===== src/rtl/led_sequencer.sv =====
// Start/stop controlled LED pattern sequencer with a prescaled step timer.
// Patterns: BLINK, CHASE, BOUNCE and COUNT, optionally ending after a fixed number of steps.
module led_sequencer #(
    parameter int NUM_LEDS = 4,
    parameter int TICK_DIV = 25000000,
    parameter int STEP_W   = 8
) (
    input  logic                clk,
    input  logic                rst,
    input  logic                start,
    input  logic                stop,
    input  logic [1:0]          mode,
    input  logic [STEP_W-1:0]   steps,
    output logic [NUM_LEDS-1:0] leds,
    output logic                busy,
    output logic                done
);
    localparam int PW = $clog2(TICK_DIV);
    localparam logic [PW-1:0] TICK_LAST = PW'(TICK_DIV - 1);

    typedef enum logic {IDLE, RUN} state_t;
    typedef enum logic [1:0] {M_BLINK, M_CHASE, M_BOUNCE, M_COUNT} pattern_t;

    state_t              state_q, state_d;
    pattern_t            mode_q, mode_d;
    logic [STEP_W-1:0]   steps_q, steps_d;
    logic [STEP_W-1:0]   step_cnt_q, step_cnt_d;
    logic [PW-1:0]       presc_q, presc_d;
    logic                dir_right_q, dir_right_d;
    logic [NUM_LEDS-1:0] leds_q, leds_d;
    logic                busy_q, busy_d;
    logic                done_q, done_d;

    logic                tick;
    logic [STEP_W-1:0]   step_cnt_inc;
    logic [NUM_LEDS-1:0] bounce_next;

    assign tick         = (presc_q == TICK_LAST);
    assign step_cnt_inc = step_cnt_q + STEP_W'(1);
    assign bounce_next  = dir_right_q ? (leds_q >> 1) : (leds_q << 1);

    always_comb begin
        state_d     = state_q;
        mode_d      = mode_q;
        steps_d     = steps_q;
        step_cnt_d  = step_cnt_q;
        presc_d     = presc_q;
        dir_right_d = dir_right_q;
        leds_d      = leds_q;
        busy_d      = busy_q;
        done_d      = 1'b0;

        if (stop) begin
            state_d = IDLE;
            leds_d  = '0;
            busy_d  = 1'b0;
            presc_d = '0;
        end else if (start) begin
            state_d     = RUN;
            busy_d      = 1'b1;
            presc_d     = '0;
            step_cnt_d  = '0;
            dir_right_d = 1'b0;
            mode_d      = pattern_t'(mode);
            steps_d     = steps;
            case (pattern_t'(mode))
                M_BLINK: leds_d = '1;
                M_COUNT: leds_d = '0;
                default: leds_d = NUM_LEDS'(1);
            endcase
        end else if (state_q == RUN) begin
            if (!tick) begin
                presc_d = presc_q + PW'(1);
            end else begin
                presc_d    = '0;
                step_cnt_d = step_cnt_inc;
                // Completing tick shows no new pattern; it drops straight to idle.
                if (steps_q != '0 && step_cnt_inc == steps_q) begin
                    state_d = IDLE;
                    leds_d  = '0;
                    busy_d  = 1'b0;
                    done_d  = 1'b1;
                end else begin
                    case (mode_q)
                        M_BLINK: leds_d = ~leds_q;
                        M_CHASE: leds_d = {leds_q[NUM_LEDS-2:0], leds_q[NUM_LEDS-1]};
                        M_BOUNCE: begin
                            leds_d = bounce_next;
                            if (!dir_right_q && bounce_next[NUM_LEDS-1]) dir_right_d = 1'b1;
                            if (dir_right_q && bounce_next[0])           dir_right_d = 1'b0;
                        end
                        default: leds_d = leds_q + NUM_LEDS'(1);
                    endcase
                end
            end
        end else begin
            presc_d = '0;
        end
    end

    always_ff @(posedge clk or posedge rst) begin
        if (rst) begin
            state_q     <= IDLE;
            mode_q      <= M_BLINK;
            steps_q     <= '0;
            step_cnt_q  <= '0;
            presc_q     <= '0;
            dir_right_q <= 1'b0;
            leds_q      <= '0;
            busy_q      <= 1'b0;
            done_q      <= 1'b0;
        end else begin
            state_q     <= state_d;
            mode_q      <= mode_d;
            steps_q     <= steps_d;
            step_cnt_q  <= step_cnt_d;
            presc_q     <= presc_d;
            dir_right_q <= dir_right_d;
            leds_q      <= leds_d;
            busy_q      <= busy_d;
            done_q      <= done_d;
        end
    end

    assign leds = leds_q;
    assign busy = busy_q;
    assign done = done_q;
endmodule

===== config.mk =====
export PLATFORM = sky130hd
export DESIGN_NAME = led_sequencer
export DESIGN_NICKNAME = d
export VERILOG_FILES = /design/src/rtl/led_sequencer.sv
export SDC_FILE = /design/constraint.sdc
export NUM_CORES = 1
export LEC_CHECK = 0
export BUFFER_PORTS_ARGS = -buffer_cell sky130_fd_sc_hd__buf_2
export CAP_MARGIN = 20
export CORE_ASPECT_RATIO = 0.8
export CORE_MARGIN = 3
export CORE_UTILIZATION = 60
export DETAILED_ROUTE_END_ITERATION = 10
export GPL_TIMING_DRIVEN = 0
export PLACE_DENSITY = 0.82
export SYNTH_ARGS = -nofsm -noshare
export SYNTH_HDL_FRONTEND = slang
export SYNTH_SLANG_ARGS = --single-unit

===== constraint.sdc =====
create_clock -name clk -period 2.8 [get_ports clk]
set_input_delay 0.28 -clock clk [delete_from_list [all_inputs] [get_ports clk]]
set_output_delay 0.28 -clock clk [all_outputs]
set_load 0.01 [all_outputs]

Yosys cells after proc, flatten, opt, wreduce, memory -nomap -nowiden
Cells that the tools add are included.

storage, ports and cells
  register bits after elaboration = 51

cells by class
  add/subtract/negate cells = 3
  equal/unequal tests = 6
  mux-type cells = 37
  bitwise operators = 2
  reduce and logical (&&, ||, !) cells = 19

operators by type and width
  kind                                                              count
  25-bit 2-to-1 mux                                                 4
  25-bit by 1-bit adder with 25-bit output (second input constant)  1
  25-bit == test (second input constant)                            1
  4-bit 2-to-1 mux                                                  6
  8-bit 2-to-1 mux                                                  3
  1-bit 2-to-1 mux                                                  22
  4-bit one-hot mux with 3 select lines                             1
  3-bit nonzero test                                                4
  8-bit by 1-bit adder with 8-bit output (second input constant)    1
  8-bit == test                                                     1
  4-bit one-hot mux with 2 select lines                             1
  8-bit nonzero test                                                1
  3-bit AND reduction                                               2
  6-bit AND reduction                                               1
  2-bit nonzero test                                                3
  4-bit by 1-bit adder with 4-bit output (second input constant)    1
  2-bit == test (second input constant)                             2
  2-bit logical NOT                                                 2
  4-bit inverter                                                    1
  2-bit AND reduction                                               2
  1-bit logical AND                                                 3
  2-bit by 1-bit == test with 1-bit output (second input constant)  1
  2-bit != test (second input constant)                             1
  1-bit logical NOT                                                 1
  1-bit inverter                                                    1

Longest topological paths before layout
Gate-level depths: netlist of run 1.

  depth in word-level cells = 9
  mapped depth = 7
  mapped depth without buffers = 7

Worst setup path before layout of run 1
Ideal clock, no wire load.

  path kind = reg-to-reg
  start point = reg step_cnt_q[0]
  end point = reg leds_q[1], in the netlist leds[1]
  library setup time = 101 ps
  arrival = 1957 ps
  slack = 742 ps
  cell stages (with the launch flop) = 8
  path through = dfrtp_1 > ha_1 > nand3_2 > and3_1 > o41a_1 > o21ai_2 > nor2_1 > o32ai_1

between the ends
  word-level cells in the longest chain between the ends = 8

RTL lines
  item                                    RTL line  text
  from (decl)                             27        logic [STEP_W-1:0] step_cnt_q, step_cnt_d;
  from (signal assigned)                  116       step_cnt_q <= step_cnt_d;
  8-bit by 1-bit adder with 8-bit output  39        assign step_cnt_inc = step_cnt_q + STEP_W'(1);
  8-bit == test                           78        if (steps_q != '0 && step_cnt_inc == steps_q) begin
  1-bit logical AND                       78
  4-bit 2-to-1 mux                        78
  4-bit 2-to-1 mux                        72        if (!tick) begin
  4-bit 2-to-1 mux                        71        end else if (state_q == RUN) begin
  4-bit 2-to-1 mux                        58        end else if (start) begin
  4-bit 2-to-1 mux                        53        if (stop) begin
  to (signal assigned)                    119       leds_q <= leds_d;
  to (decl)                               30        logic [NUM_LEDS-1:0] leds_q, leds_d;

Every way passes these cells. The select of a mux whose other input is x is not followed.
A chain may end at the register's enable or synchronous reset.

Worst setup path in the final report of run 1
  start point = reg step_cnt_q[0]
  end point = reg leds_q[3], in the netlist leds[3]

The elaborated chain is that of the path after synthesis.

==> flow_summary.yaml, run 1 <==
outcome:
  status: "completed"
critical_path:
  r2r_start: "step_cnt_q[0]"
  crit_arrival_ps: 2660
  regToRegSetupSlack_ps: 340
  cp-startpoint: "step_cnt_q[0]"
  critPathRequiredTime_ps: 3000
  crit_type: "register to register"
  max_stage_delay_ps: 500
  worst-path-max-fanout: 8
  crit_slowest_cell: "dfrtp_1"
  crit_chain: "ha_1, nand3_2, and3_1, o41a_1, o21ai_2, nor2_1, o32ai_1"
  end_kind: "register"
  cp-start-kind: "register"
clocking:
  cts.repair.resized: 0
  h-tree-depth: 2
  worstSkewPairLatency_ps: 310
  postCtsHoldBufs: 0
  clock_sinks: 51
  clock-root-buffer: "clkbuf_8"
  clk_path_buf_depth: 2
  cts_tree: "built"
  path_clk_slew_ps: 90
  cts_setup_buffers: 0
  numCtsBuffers: 5
sta:
  fmax_mhz: 407
  slew_violations: 0
  tightest_slew_ps: 748
  setup_tns_ps: 0
  finalSetupViolations: 0
  fin_crit_sh_pct: 87.8
  fin_crit_ps: 2460
  max_slew_margin_pct: 49.7
  hold_viol: 0
  finalClockSkew_ps: 6.09
  whs_ps: 4.01
  rsz0062_at_grt: "false"
routing:
  routed_wirelength_mm: 5.96
  firstDrtPassIters: 5
  ant_nets: 0
  avgViaCountPerCell: 6.19
  drc: 0
  first_iter_violations: 196
  wl_per_cell_um: 15.4
  vias: 2390
power:
  p_int_w: 0.00101
  seq_power_share_pct: 57.4
  vdd_drop_max_uv: 382
  p_total_w: 0.00139
  p_per_area_mw_per_mm2: 439
  clkPwrFrac_pct: 30.1
  leakagePower_nw: 1.26
  switchingPower_w: 0.000376
  p_comb_share_pct: 12.5
  switching_share_pct: 27.1
cells_and_area:
  antennaDiodeCount: 0
  drive_above_1_share_pct: 15.5
  nets: 346
  post-route-util_pct: 71.5
  area_growth_pct: 9.13
  finalInstanceArea_mm2: 0.00315
floorplan:
  core-area_mm2: 0.00441
  num_io_pins: 20
  dieArea_mm2: 0.00569
  rows: 21
  die_w_um: 83.6
  start_util_pct: 65.5
  die_h_um: 68.1
global_route:
  antenna_found_initial: 0
  track_usage_pct: 23.0
  grt_pass1_vias: 2203
  grt_first_pass_wirelength_mm: 10.4
  grt_overflow: 0
  grt_max_degree: 29
logic_synthesis:
  ys_seq_area_share_pct: 44.2
  synth_warnings: 0
  syn-num-nets: 320
  yosysMostFrequentCell: "dfrtp_1"
  ys_top_cells_by_count: "dfrtp_1 (51), nor2_1 (42), nand2_1 (24), xor2_1 (19), nand3_1 (16)"
  syn_area_mm2: 0.00289
  netlist_instances: 303
  synth_edf_count: 0
  synth.area.top_cells: "dfrtp_1 (44%), xor2_1 (5.8%), nor2_1 (5.5%)"
  synth_top_area_share_pct: 44.2
  synth.avg_cell_area_um2: 9.54
  yosysTopAreaCell: "dfrtp_1"
  synthFlopType: "dfrtp_1"
  ys_async_sr_fraction_pct: 100
  ys_seq_elements: 51
  ys_types: 52
hold_path:
  worstHoldPathType: "input pin to asynchronous set/reset pin"
run:
  max_cap_viol_count: 0
place:
  place.gp.congestion: 0.846
  port_buffers: 18
  post_dp_cell_area_mm2: 0.00307
  dp_hpwl_mm: 4.30
worst paths after layout:
path / to / cells after the start
setup reg to reg: leds[3] / 7
max in group asynchronous: mode_q[1] / 3
setup / recovery: leds[3] / 7
min in group clk: steps_q[5] / 2
hold / removal: presc_q[3] / 2
hold reg to reg: presc_q[0] / 1
metal layers:
metal  wire, um  vias to the layer above  GRT usage [%]
met5          0                        -              0
met4         76                        0           7.23
met3        425                        9           5.90
met2       2630                       87           35.0
met1       2820                     1146           32.8
li1           -                     1148              -
state kept, by name, summed over array words and instances, names as in the netlist:
register,cells
step_cnt_q,8
state_q,1
done,1
steps_q,8
presc_q,25
mode_q,2
dir_right_q,1
leds,4
busy,1
through the flow:
stage	std cells	setup WS [ps]
finish	386	343
global route	386	110
CTS	386	354
detailed placement	379	417
global placement	378	478
floorplan	303	742
cell usage in the layout, fill, tap and decap left out, types with 2 or more instances in the layout:
cell and n:
nand2_1 24, nor2_1 42, o21a_1 2, o21ai_0 7
nor3b_1 3, o41ai_1 2, nand3_2 2, or4b_1 2
clkbuf_8 5, o21ai_1 9, o32ai_1 4, nand3_1 16
a21o_1 3, and2_1 2, clkbuf_1 6, inv_1 6
or3_1 2, xnor2_1 15, nand2b_1 2, buf_2 21
mux2i_1 2, and4_1 4, nor4b_1 2, mux2_2 10
ha_1 3, xor2_1 19, nor4_1 7, nand4_1 7
a211oi_1 2, and3_1 6, dfrtp_1 51, a21oi_1 6
a31oi_1 7, nor3_1 5
final cells by class:
cell class              instances  area (um^2)
plain buffers                   9         37.5
clock buffers                   5         68.8
clock inverters                 2         13.8
fillers                       358         1260
inverters                       7         26.3
multi-input cells             236         1550
flip-flops and latches         51         1280
well taps                      57         71.3
repair buffers                 19          110
kinds of logic after synthesis:
family | share of synthesized area, %
flip-flops | 44.2
multiplexers | 4.59
buffers and inverters | 2.21
XOR/XNOR | 10.3
AO/OA/AOI/OAI | 11.8
AND/OR/NAND/NOR | 25.6
adder cells (fa/ha/maj) | 1.30
power groups by stage:
stage	registers, W	logic (W)	clock network [W]
global route	0.000801	0.000194	0.000466
CTS	0.000795	0.000174	0.000420
detailed placement	0.000810	0.000174	0
finish	0.000796	0.000173	0.000417
global placement	0.000809	0.000164	0
floorplan	0.000803	0.000126	0
critical path, delay by kind of cell (launching register included):
| kind | cells | cell delay, ps |
|---|---|---|
| fa+ha+maj | 1 | 290 |
| flops | 1 | 500 |
| simple gates | 3 | 530 |
| compound gates | 3 | 1010 |
Power figures use the tool's default switching activity.
==> inputs of run 2 (changes only) <==
Settings changed: CELL_PAD_IN_SITES_DETAIL_PLACEMENT set to 1, CELL_PAD_IN_SITES_GLOBAL_PLACEMENT set to 1, CORE_UTILIZATION 60 to 47.
==> flow_summary.yaml, run 2 (synthesized netlist as in run 1, its figures left out) <==
clocking:
  clock_sinks: 51
  clock-root-buffer: "clkbuf_8"
  cts_setup_buffers: 0
  numCtsBuffers: 5
  clk_path_buf_depth: 2
  h-tree-depth: 2
  path_clk_slew_ps: 100
  worstSkewPairLatency_ps: 300
  cts_tree: "built"
place:
  port_buffers: 18
  place.gp.congestion: 0.800
  dp_hpwl_mm: 4.91
global_route:
  grt_overflow: 0
  antenna_found_initial: 0
  track_usage_pct: 19.9
  grt_max_degree: 37
  grt_first_pass_wirelength_mm: 11.6
  grt_pass1_vias: 2303
cells_and_area:
  final_cell_mix: "dfrtp_1 (51), nor2_1 (42), nand2_1 (24)"
  largest_reg_flops: 25
  fillerInstances: 672
  final_common_cell: "dfrtp_1"
  multiInputGateArea_mm2: 0.00155
  reg_top3: "presc_q: 25 flops, step_cnt_q: 8 flops, steps_q: 8 flops"
  area_growth_pct: 11.2
  antennaDiodeCount: 0
  top_register: "presc_q"
  post-route-util_pct: 56.3
  seqCellArea_mm2: 0.00128
  nets: 347
  drive_above_1_share_pct: 15.5
floorplan:
  dieArea_mm2: 0.00713
  die_h_um: 76.1
  core-area_mm2: 0.00571
  rows: 24
  num_io_pins: 20
  die_w_um: 93.7
  start_util_pct: 50.7
sta:
  fmax_mhz: 416
  finalClockSkew_ps: 11.2
  slew_violations: 0
  rsz0062_at_grt: "false"
  hold_viol: 0
  max_slew_margin_pct: 47.3
  fin_crit_ps: 2410
  whs_ps: 200
  tightest_slew_ps: 784
  setup_tns_ps: 0
  finalSetupViolations: 0
  fin_crit_sh_pct: 85.9
critical_path:
  critPathRequiredTime_ps: 3010
  crit_type: "register to register"
  r2r_cells: 7
  crit_arrival_ps: 2610
  cp-start-kind: "register"
  worst-path-max-fanout: 8
  end_kind: "register"
routing:
  firstDrtPassIters: 4
  wl_per_cell_um: 16.1
  avgViaCountPerCell: 5.83
  first_iter_violations: 69
  ant_nets: 0
  drc: 0
  routed_wirelength_mm: 6.58
  vias: 2380
outcome:
  status: "completed"
power:
  p_per_area_mw_per_mm2: 460
  vdd_drop_max_uv: 238
  leakagePower_nw: 1.27
hold_path:
  worstHoldPathType: "input pin to register"
  whs_path_depth: 2
run:
  max_cap_viol_count: 0
==> run 2: changes by cell type in the layout (fill, tap and decap cells not counted) <==
cell,previous run,this run
bufinv_16,0,1
clkinvlp_4,0,1
clkinv_4,1,0
clkinv_2,1,0
dlygate4sd3_1,0,1
==> run 2: metal layers <==
layer | up-vias | wire length, um | GRT usage, %
met1 | 1188 | 3390 | 30.5
met2 | 31 | 2940 | 29.3
li1 | 1153 | - | -
met3 | 8 | 203 | 3.95
met4 | 0 | 49 | 3.90
met5 | - | 0 | 0
==> run 2: layout make-up <==
type | count | area share (%)
plain buffers | 9 | 1.17
well taps | 78 | 3.04
repair buffers | 20 | 3.74
clock buffers | 5 | 2.14
inverters | 7 | 0.817
multi-input cells | 236 | 48.2
clock inverters | 2 | 1.17
flip-flops and latches | 51 | 39.7
==> run 2: critical path, cell delays in order (launching register included) <==
cell and delay, ps:
dfrtp_1 500, ha_1 290, nand3_2 170, and3_1 230, o41a_1 450, o21ai_2 230
nor2_1 140, o32ai_1 310
==> run 2: stage by stage <==
step,setup slack [ps],std cells,total power [W],instance area (um^2)
final,395,408,0.00148,3210
after global routing,180,408,0.00157,3210
after CTS,394,408,0.00149,3210
after detailed placement,427,400,0.000989,3100
after global placement,431,399,0.000977,3080
after floorplan,742,303,0.000929,2890
==> run 2: timing repair <==
action | CTS | global route
endpoints found under the hold margin | 15 | 0
gates resized for setup | 0 | 0
hold buffers | 1 | 0
==> run 2: where the power goes <==
| part | switching [W] | leakage, nW | internal (W) |
|---|---|---|---|
| Sequential | 0.0000332 | 0.684 | 0.000764 |
| Clock | 0.000244 | 0.0502 | 0.000262 |
| Combinational | 0.0000996 | 0.536 | 0.0000764 |
==> run 2: final timing paths <==
path	from	end	slack [ps]
setup reg to reg	step_cnt_q[0]	leds[3]	390
hold reg to reg	presc_q[0]	presc_q[0]	500
max in group asynchronous	rst	presc_q[10]	1810
min in group asynchronous	rst	presc_q[18]	470
hold / removal	steps[7]	steps_q[7]	200
setup / recovery	step_cnt_q[0]	leds[3]	390
==> inputs of run 3 (changes only) <==
Settings changed: BUFFER_PORTS_ARGS -buffer_cell sky130_fd_sc_hd__buf_2 to unset, CORE_MARGIN 3 to 2, CORE_UTILIZATION 47 to 49, DONT_BUFFER_PORTS set to 1.
==> flow_summary.yaml, run 3 (synthesized netlist as in run 1, its figures left out) <==
power:
  leakagePower_nw: 1.19
  p_per_area_mw_per_mm2: 450
  vdd_drop_max_uv: 339
critical_path:
  r2r_start: "step_cnt_q[0]"
  crit_type: "register to register"
  crit_arrival_ps: 2650
  r2r_cells: 7
  r2r-end: "leds[1]"
  end_kind: "register"
  worst-path-max-fanout: 8
  cp-start-kind: "register"
  regToRegSetupSlack_ps: 350
  critPathRequiredTime_ps: 3000
sta:
  rsz0062_at_grt: "false"
  tightest_slew_ps: 827
  whs_ps: 122
  finalClockSkew_ps: 9.48
  fin_crit_sh_pct: 87.6
  fmax_mhz: 408
  setup_tns_ps: 0
  fin_crit_ps: 2450
  max_slew_margin_pct: 44.4
  slew_violations: 0
  hold_viol: 0
  finalSetupViolations: 0
routing:
  routed_wirelength_mm: 6.67
  vias: 2312
  drc: 0
  first_iter_violations: 121
  ant_nets: 0
  avgViaCountPerCell: 5.93
  firstDrtPassIters: 4
  wl_per_cell_um: 17.1
place:
  post_dp_cell_area_mm2: 0.00301
  dp_hpwl_mm: 4.91
  dp_cells: 382
  place.gp.congestion: 0.821
  port_buffers: 0
floorplan:
  die_w_um: 89.9
  num_io_pins: 20
  start_util_pct: 51.7
  core-area_mm2: 0.00559
  dieArea_mm2: 0.00653
  die_h_um: 72.7
  rows: 24
hold_path:
  worstHoldPathType: "input pin to register"
  whs_path_depth: 1
  min-delay-start: "steps[5]"
  hold_path_end: "steps_q[5]"
cells_and_area:
  multiInputGateArea_mm2: 0.00155
  nets: 329
  reg_top3: "presc_q: 25 flops, step_cnt_q: 8 flops, steps_q: 8 flops"
  final_cell_mix: "dfrtp_1 (51), nor2_1 (42), nand2_1 (24)"
  finalInstanceArea_mm2: 0.00311
  seqCellArea_mm2: 0.00128
  fillerInstances: 661
  top_register: "presc_q"
  fin_cells: 390
  final_common_cell: "dfrtp_1"
  area_growth_pct: 7.45
  antennaDiodeCount: 0
  drive_above_1_share_pct: 10.6
  largest_reg_flops: 25
clocking:
  clock_sinks: 51
  h-tree-depth: 2
  path_clk_slew_ps: 90
  cts.repair.resized: 0
  clock-root-buffer: "clkbuf_8"
  numCtsBuffers: 5
  clk_path_buf_depth: 2
  worstSkewPairLatency_ps: 310
  cts_tree: "built"
global_route:
  antenna_found_initial: 0
  track_usage_pct: 21.8
  grt_pass1_vias: 2329
  grt_max_degree: 28
  grt_first_pass_wirelength_mm: 11.5
  grt_overflow: 0
run:
  max_cap_viol_count: 0
outcome:
  status: "completed"
-- run 3: changes by cell type in the layout (fill, tap and decap cells not counted) --
| cell | change |
|---|---|
| buf_2 | -18 |
| bufinv_16 | -1 |
| clkbuf_8 | +1 |
| clkinv_2 | +1 |
| clkinvlp_4 | -1 |
-- run 3: how the worst max path moves through the flow --
stage	from	endpoint	slack, ps
final	step_cnt_q[0]	leds[1]	350
after floorplan	step_cnt_q[0]	leds[1]	740
after global placement	step_cnt_q[0]	leds[2]	460
after detailed placement	step_cnt_q[0]	leds[1]	410
after CTS	step_cnt_q[0]	leds[1]	360
after global routing	step_cnt_q[0]	leds[1]	140
-- run 3: metrics by stage --
step,utilization (%),power (W),setup slack (ps)
finish,55.6,0.00140,346
floorplan,-,0.000929,742
global route,55.6,0.00146,142
detailed placement,53.9,0.000973,414
global placement,53.5,0.000963,465
CTS,55.6,0.00141,362
-- run 3: layout make-up --
class	count	area share [%]
Buffer	9	1.21
Clock inverter	1	0.161
Multi-Input combinational cell	236	49.9
Clock buffer	6	2.66
Sequential cell	51	41.1
Inverter	7	0.846
Timing Repair Buffer	2	0.967
Tap cell	78	3.14
-- run 3: timing repair --
action / CTS / global route
setup buffers: 0 / 0
hold buffers: 1 / 0
endpoints found under the setup margin: 0 / 0
hold endpoints to repair: 24 / 0
-- run 3: layer usage --
layer / track usage, % / wire, um
met5: 0 / 0
met4: 4.96 / 58
met3: 4.03 / 165
met2: 35.1 / 3010
met1: 31.4 / 3430
-- run 3: worst max-delay path: stages, from the launching register on --
cell and delay (ps):
dfrtp_1 490, ha_1 300, nand3_2 180, and3_1 230
o41a_1 450, o21ai_2 240, nor2_1 130, o32ai_1 330
-- run 3: power breakdown --
group / switching, W / leakage, nW / internal (W) / total (W)
Clock: 0.000245 / 0.0470 / 0.000195 / 0.000440
Combinational: 0.0000910 / 0.458 / 0.0000674 / 0.000158
Sequential: 0.0000358 / 0.684 / 0.000764 / 0.000799
